--- src/rtl/updown_dir_decoder.sv ---
// Observes an up/down counter's output bus and reconstructs its behaviour:
// direction, wrap events, reversals, run length and illegal steps. All outputs are registered.
module updown_dir_decoder #(
   parameter int unsigned N = 3,
   parameter int unsigned L = 8
) (
   input  logic         clk,
   input  logic         reset,
   input  logic         en,
   input  logic         clr,
   input  logic [N-1:0] counter,
   output logic         dir,
   output logic         dir_valid,
   output logic         wrap,
   output logic         dir_change,
   output logic         err,
   output logic         err_sticky,
   output logic [L-1:0] run_len
);

   typedef enum logic [1:0] {StIdle, StAcq, StUp, StDown} state_e;
   typedef enum logic [1:0] {StepHold, StepUp, StepDn, StepBad} step_e;

   localparam logic [N-1:0] MaxVal = '1;
   localparam logic [N-1:0] OneVal = N'(1);
   localparam logic [L-1:0] RunMax = '1;

   state_e       state_q, state_d;
   logic [N-1:0] prev_q, prev_d;
   logic [L-1:0] run_len_q, run_len_d;
   logic         dir_q, dir_d;
   logic         wrap_q, wrap_d;
   logic         dir_change_q, dir_change_d;
   logic         err_q, err_d;
   logic         err_sticky_q, err_sticky_d;

   logic [N-1:0] delta;
   step_e        step;
   logic [L-1:0] run_len_inc;
   logic         step_wrap;

   always_comb begin
      delta = counter - prev_q;
      if (delta == '0) begin
         step = StepHold;
      end else if (delta == OneVal) begin
         step = StepUp;
      end else if (delta == MaxVal) begin
         step = StepDn;
      end else begin
         step = StepBad;
      end
   end

   // A legal step wraps when it crosses the max/0 boundary, whichever direction it goes.
   assign step_wrap   = ((step == StepUp) && (prev_q == MaxVal)) ||
                        ((step == StepDn) && (prev_q == '0));
   assign run_len_inc = (run_len_q == RunMax) ? RunMax : run_len_q + 1'b1;

   always_comb begin
      state_d      = state_q;
      prev_d       = prev_q;
      run_len_d    = run_len_q;
      dir_d        = dir_q;
      wrap_d       = 1'b0;
      dir_change_d = 1'b0;
      err_d        = 1'b0;
      err_sticky_d = err_sticky_q;

      if (en) begin
         prev_d = counter;
         unique case (state_q)
            StIdle: state_d = StAcq;
            StAcq: begin
               if (step == StepUp) begin
                  state_d   = StUp;
                  dir_d     = 1'b1;
                  run_len_d = L'(1);
               end else if (step == StepDn) begin
                  state_d   = StDown;
                  dir_d     = 1'b0;
                  run_len_d = L'(1);
               end else if (step == StepBad) begin
                  err_d = 1'b1;
               end
            end
            StUp, StDown: begin
               if (step == StepBad) begin
                  state_d   = StAcq;
                  err_d     = 1'b1;
                  run_len_d = '0;
               end else if (step != StepHold) begin
                  wrap_d = step_wrap;
                  if ((step == StepUp) == (state_q == StUp)) begin
                     run_len_d = run_len_inc;
                  end else begin
                     state_d      = (step == StepUp) ? StUp : StDown;
                     dir_d        = (step == StepUp);
                     dir_change_d = 1'b1;
                     run_len_d    = L'(1);
                  end
               end
            end
            default: state_d = StIdle;
         endcase
      end

      // Set beats clear when both happen in one cycle.
      if (clr) begin
         err_sticky_d = 1'b0;
      end
      if (err_d) begin
         err_sticky_d = 1'b1;
      end
   end

   always_ff @(posedge clk or posedge reset) begin
      if (reset) begin
         state_q      <= StIdle;
         prev_q       <= '0;
         run_len_q    <= '0;
         dir_q        <= 1'b1;
         wrap_q       <= 1'b0;
         dir_change_q <= 1'b0;
         err_q        <= 1'b0;
         err_sticky_q <= 1'b0;
      end else begin
         state_q      <= state_d;
         prev_q       <= prev_d;
         run_len_q    <= run_len_d;
         dir_q        <= dir_d;
         wrap_q       <= wrap_d;
         dir_change_q <= dir_change_d;
         err_q        <= err_d;
         err_sticky_q <= err_sticky_d;
      end
   end

   assign dir        = dir_q;
   assign dir_valid  = (state_q == StUp) || (state_q == StDown);
   assign wrap       = wrap_q;
   assign dir_change = dir_change_q;
   assign err        = err_q;
   assign err_sticky = err_sticky_q;
   assign run_len    = run_len_q;

endmodule

--- config.mk ---
export PLATFORM = sky130hd
export DESIGN_NAME = updown_dir_decoder
export DESIGN_NICKNAME = d
export VERILOG_FILES = /design/src/rtl/updown_dir_decoder.sv
export SDC_FILE = /design/constraint.sdc
export NUM_CORES = 1
export LEC_CHECK = 0
export BUFFER_PORTS_ARGS = -buffer_cell sky130_fd_sc_hd__buf_2
export CORE_ASPECT_RATIO = 1.1
export CORE_UTILIZATION = 26
export DETAILED_ROUTE_END_ITERATION = 12
export GPL_ROUTABILITY_DRIVEN = 0
export PLACE_DENSITY = 0.48
export SYNTH_ARGS = -nofsm -noshare
export SYNTH_HDL_FRONTEND = slang
export SYNTH_SLANG_ARGS = --single-unit
--- constraint.sdc ---
create_clock -name clk -period 4.2 [get_ports clk]
set_clock_uncertainty 0.2 [all_clocks]
set_input_delay 0.63 -clock clk [delete_from_list [all_inputs] [get_ports clk]]
set_output_delay 0.63 -clock clk [all_outputs]
set_load 0.03 [all_outputs]
==> results of run 1 <==
where the power goes:
part           internal (mW)  total, mW  switching (mW)
Sequential             0.210      0.259          0.0488
Combinational          0.144      0.363           0.220
Clock                 0.0835      0.146          0.0630
layout make-up:
class | count | area, um2 | area share (%)
Multi-Input combinational cell | 89 | 656.9 | 48.12
Sequential cell | 18 | 451.7 | 33.09
Timing Repair Buffer | 21 | 107.6 | 7.883
Tap cell | 54 | 67.56 | 4.950
Clock buffer | 4 | 55.05 | 4.033
Inverter | 7 | 26.28 | 1.925
critical path: stages:
cell and delay, ns:
buf_2 0.08, inv_1 0.03, ha_1 0.19, fa_1 0.36, xnor3_2 0.47, and2_2 0.25
a21o_1 0.21, inv_1 0.08, ha_1 0.28, xor2_1 0.15, and2_1 0.27, nand2_1 0.10
a311oi_1 0.25
registers in the layout (all words and copies together) (netlist names):
signal      flops
dir             1
dir_change      1
err             1
err_sticky      1
prev_q          3
run_len         8
state_q         2
wrap            1
through the flow:
step / worst slack [ns] / instance area, um2
6_report: 0.7938 / 1365
5_1_grt: 0.5319 / 1365
4_1_cts: 0.7799 / 1365
3_5_place_dp: 0.4945 / 1310
3_3_place_gp: 0.5848 / 1310
2_1_floorplan: 0.6809 / 1166
metal layers:
layer	wire length (um)	GRT usage, %	up-vias
li1	-	-	478
met1	1137	13.50	484
met2	1258	19.73	17
met3	92	3.459	2
met4	8	2.899	0
met5	0	0	-
worst paths after layout:
check | from | slack [ns] | cells after the start | endpoint
worst max-delay path | counter[0] | 0.79 | 13 | state_q[0]
worst min-delay path | reset | 0.28 | 2 | dir_change
worst max register to register | prev_q[0] | 0.86 | 11 | state_q[0]
worst min register to register | err_sticky | 0.33 | 1 | err_sticky
max in group asynchronous | reset | 3.06 | 2 | prev_q[2]
min in group clk | err_sticky | 0.33 | 1 | err_sticky
Yosys cell counts, drive strengths merged, types with 3 or more instances:
| library cell | n | share of area [%] |
|---|---|---|
| a21oi | 6 | 2.9 |
| a311oi | 4 | 3.0 |
| ha | 6 | 6.4 |
| nand2 | 10 | 3.2 |
| nand3 | 5 | 2.1 |
| o21ai | 4 | 1.7 |
| buf | 3 | 1.3 |
| and2 | 3 | 1.9 |
| mux2 | 4 | 4.2 |
| inv | 7 | 2.3 |
| nor2 | 9 | 2.9 |
| a31oi | 4 | 2.1 |
| dfrtp | 17 | 36 |
| clkbuf | 4 | 1.4 |
cell families after synthesis:
kind of cell	Yosys count	synth area share [%]
simple gates	41	18.56
xor+xnor	4	4.936
fa+ha+maj	7	8.154
compound gates	32	19.64
buf+inv	14	4.935
mux	5	5.042
flops	18	38.73
==> impl_metrics.env, run 1 <==
export IMPL_antenna_found_initial=0
export IMPL_hold_class="in -> async"
export IMPL_initial_utilization_pct=27.21
export IMPL_layout_drive_gt1_share_pct=26.62
export IMPL_power_uw=768.2
export IMPL_cts_root_buf="clkbuf_8"
export IMPL_via_per_inst=5.083
export IMPL_drt_iter0_markers=53
export IMPL_grt_overflow_total=0
export IMPL_required_ns=4.17
export IMPL_hold_violations=0
export IMPL_synth_async_sr_flop_share_pct=100.0
export IMPL_coreArea_mm2=0.004285
export IMPL_grt_pass1_vias=919
export IMPL_synthFlopType="dfrtp_1"
export IMPL_grt_usage_pct=11.37
export IMPL_power_density_mw_per_mm2=562.7
export IMPL_grt_max_degree=19
export IMPL_synth_cell_types=45
export IMPL_wl_um=2497
export IMPL_status="finished clean"
export IMPL_cts_sinks=18
export IMPL_clk_latency_ns=0.26
export IMPL_final_cell_mix="buf_2, dfrtp_1, nand2_1"
export IMPL_fmax_mhz=293.6
export IMPL_fp_dieW_um=65.86
export IMPL_hold_buffers=0
export IMPL_cts_resized=0
export IMPL_clk_pin_slew_ns=0.07
export IMPL_slew_headroom_pct=51.37
export IMPL_chipHeight_um=72.24
export IMPL_syn_cell_area_mm2=0.001166
export IMPL_netlist_instances=121
export IMPL_maxSlewViolCount=0
export IMPL_crit_arrival_ns=3.38
export IMPL_cts_tree="done"
export IMPL_numCtsBuffers=3
export IMPL_rsz0062_at_grt="no"
export IMPL_drc=0
export IMPL_synth_seq_cells=18
export IMPL_peakVddDrop_v=0.0002159
export IMPL_synth_warnings=0
export IMPL_dp_cells=189
export IMPL_numPortBuffers=20
export IMPL_worst_slew_pin_slew_ns=0.7286
export IMPL_crit_type="in -> reg"
export IMPL_fillers=459
export IMPL_grt_pass1_wl_um=4140
export IMPL_start_kind="input port"
export IMPL_post_route_util_pct=31.85
export IMPL_period_share_pct=81.10
export IMPL_endpoint_kind="flip-flop"
export IMPL_timing_hold_ws_ns=0.2792
export IMPL_setup_viol=0
export IMPL_num_antenna_cells=0
export IMPL_post_cts_repair_setup_buffers=0
export IMPL_die_area_mm2=0.004757
export IMPL_final_common_cell="buf_2"
export IMPL_drt_pass1_iter_count=4
export IMPL_wire_per_inst_um=12.94
export IMPL_synth_edf_count=0
export IMPL_vias=981
export IMPL_pin_count=21
export IMPL_nets=154
export IMPL_avgSynthCellArea_um2=9.637
export IMPL_p_leak_nw=0.6211
export IMPL_post_route_min_period_ns=3.406
export IMPL_drv_cap=0
export IMPL_syn_nets=135
export IMPL_clockBufferDepth=2
export IMPL_final_setup_tns_ns=0
export IMPL_num_rows=25
export IMPL_critPathMaxFanout=7
export IMPL_ys_seq_area_share_pct=38.73
export IMPL_hpwlAfterDp_um=1860
export IMPL_htreeDepth=1
export IMPL_detail_route_antenna_nets=0
export IMPL_syn2layout_area_growth_pct=17.06
export IMPL_final_cell_count_no_fill=193
Power figures use the tool's default switching activity.
==> inputs of run 2 (changes only) <==
clock period = 3.5 ns   (was 4.2 ns; I/O delays follow)
==> impl_metrics.env, run 2 (synthesized netlist as in run 1, its figures left out) <==
export IMPL_peakVddDrop_v=0.0002215
export IMPL_via_per_inst=5.015
export IMPL_start_kind="flip-flop"
export IMPL_post_cts_repair_setup_buffers=0
export IMPL_final_common_cell="buf_2"
export IMPL_syn2layout_area_growth_pct=18.13
export IMPL_cts_resized=0
export IMPL_layout_drive_gt1_share_pct=27.46
export IMPL_required_ns=3.45
export IMPL_coreArea_mm2=0.004285
export IMPL_rsz0062_at_grt="no"
export IMPL_numPortBuffers=20
export IMPL_post_route_min_period_ns=3.228
export IMPL_grt_usage_pct=11.58
export IMPL_internal_power_uw=513.8
export IMPL_cts_root_buf="clkbuf_8"
export IMPL_cts_tree="done"
export IMPL_hold_violations=0
export IMPL_antenna_found_initial=0
export IMPL_fp_dieW_um=65.86
export IMPL_wl_um=2453
export IMPL_drc=0
export IMPL_final_setup_tns_ns=0
export IMPL_final_cell_mix="buf_2, dfrtp_1, nand2_1"
export IMPL_switchingPower_uw=388.7
export IMPL_grt_pass1_vias=989
export IMPL_vias=983
export IMPL_grt_max_degree=19
export IMPL_drt_pass1_iter_count=5
export IMPL_worst_slew_pin_slew_ns=0.7065
export IMPL_r2r_cells=9
export IMPL_maxSlewViolCount=0
export IMPL_htreeDepth=1
export IMPL_clkPwrFrac_pct=16.2
export IMPL_nets=157
export IMPL_hpwlAfterDp_um=1888
export IMPL_num_antenna_cells=0
export IMPL_numCtsBuffers=3
export IMPL_status="finished clean"
export IMPL_drv_cap=0
export IMPL_hold_buffers=0
export IMPL_pin_count=21
export IMPL_crit_arrival_ns=3.18
export IMPL_p_seq_share_pct=34.7
export IMPL_clk_latency_ns=0.25
export IMPL_crit_type="reg -> reg"
export IMPL_cts_sinks=18
export IMPL_critPathMaxFanout=12
export IMPL_timing_hold_ws_ns=0.1804
export IMPL_grt_overflow_total=0
export IMPL_chipHeight_um=72.24
export IMPL_p_comb_share_pct=49.1
export IMPL_clockBufferDepth=2
export IMPL_num_rows=25
export IMPL_endpoint_kind="flip-flop"
export IMPL_power_density_mw_per_mm2=655.1
export IMPL_setup_viol=0
export IMPL_die_area_mm2=0.004757
export IMPL_sw_frac_of_total_pct=43.07
export IMPL_fmax_mhz=309.8
export IMPL_clk_pin_slew_ns=0.07
export IMPL_p_leak_nw=0.6299
export IMPL_drt_iter0_markers=90
export IMPL_slew_headroom_pct=52.85
export IMPL_detail_route_antenna_nets=0
export IMPL_initial_utilization_pct=27.21
export IMPL_wire_per_inst_um=12.52
export IMPL_grt_pass1_wl_um=4340
export IMPL_largest_reg_flops=8
export IMPL_period_share_pct=92.23
export IMPL_hold_class="in -> async"
==> run 2: area by class of cell <==
type                            instances  area [um2]
Clock buffer                            4       45.04
Fill cell                             451        2908
Inverter                                7       26.28
Multi-Input combinational cell         89       656.9
Sequential cell                        18       451.7
Tap cell                               54       67.56
Timing Repair Buffer                   24       130.1
==> run 2: worst max-delay path: stages, from the launching register on <==
cell	delay [ns]
dfrtp_1	0.41
ha_1	0.20
fa_1	0.36
xnor3_2	0.40
and2_2	0.23
a21o_1	0.21
ha_1	0.36
a31o_2	0.33
a41oi_1	0.15
a311oi_1	0.28
==> run 2: metal layers <==
metal  track usage (%)  part of all wire [%]  vias up
li1                  -                     -      482
met2             19.95                    48       19
met1             14.89                    47      480
met3             1.415                   3.8        2
met4             3.623                  0.57        0
met5                 0                     0        -
==> run 2: path summary, 6_finish.rpt <==
kind | from | endpoint | slack, ns
max | prev_q[0] | run_len[4] | 0.27
min | reset | state_q[0] | 0.18
max reg2reg | prev_q[0] | run_len[4] | 0.27
min reg2reg | err_sticky | err_sticky | 0.31
max in group asynchronous | reset | run_len[2] | 2.47
min in group clk | err_sticky | err_sticky | 0.31
==> run 2: through the flow <==
step	area [um2]	instances	utilization, %	setup WS [ns]	power (mW)
2_1_floorplan	1166	121	-	0.08585	0.6590
3_3_place_gp	1333	192	31.09	0.07683	0.7655
3_5_place_dp	1333	192	31.09	0.02648	0.7632
4_1_cts	1378	196	32.15	0.2575	0.9153
5_1_grt	1378	196	32.15	0.07523	0.9807
6_report	1378	196	32.15	0.2721	0.9024
==> run 2: power groups by stage <==
stage | clock network, mW | registers (mW) | logic [mW]
finish | 0.146 | 0.313 | 0.443
detailed placement | 0 | 0.317 | 0.447
global placement | 0 | 0.316 | 0.449
global route | 0.159 | 0.322 | 0.499
CTS | 0.153 | 0.313 | 0.449
floorplan | 0 | 0.338 | 0.321
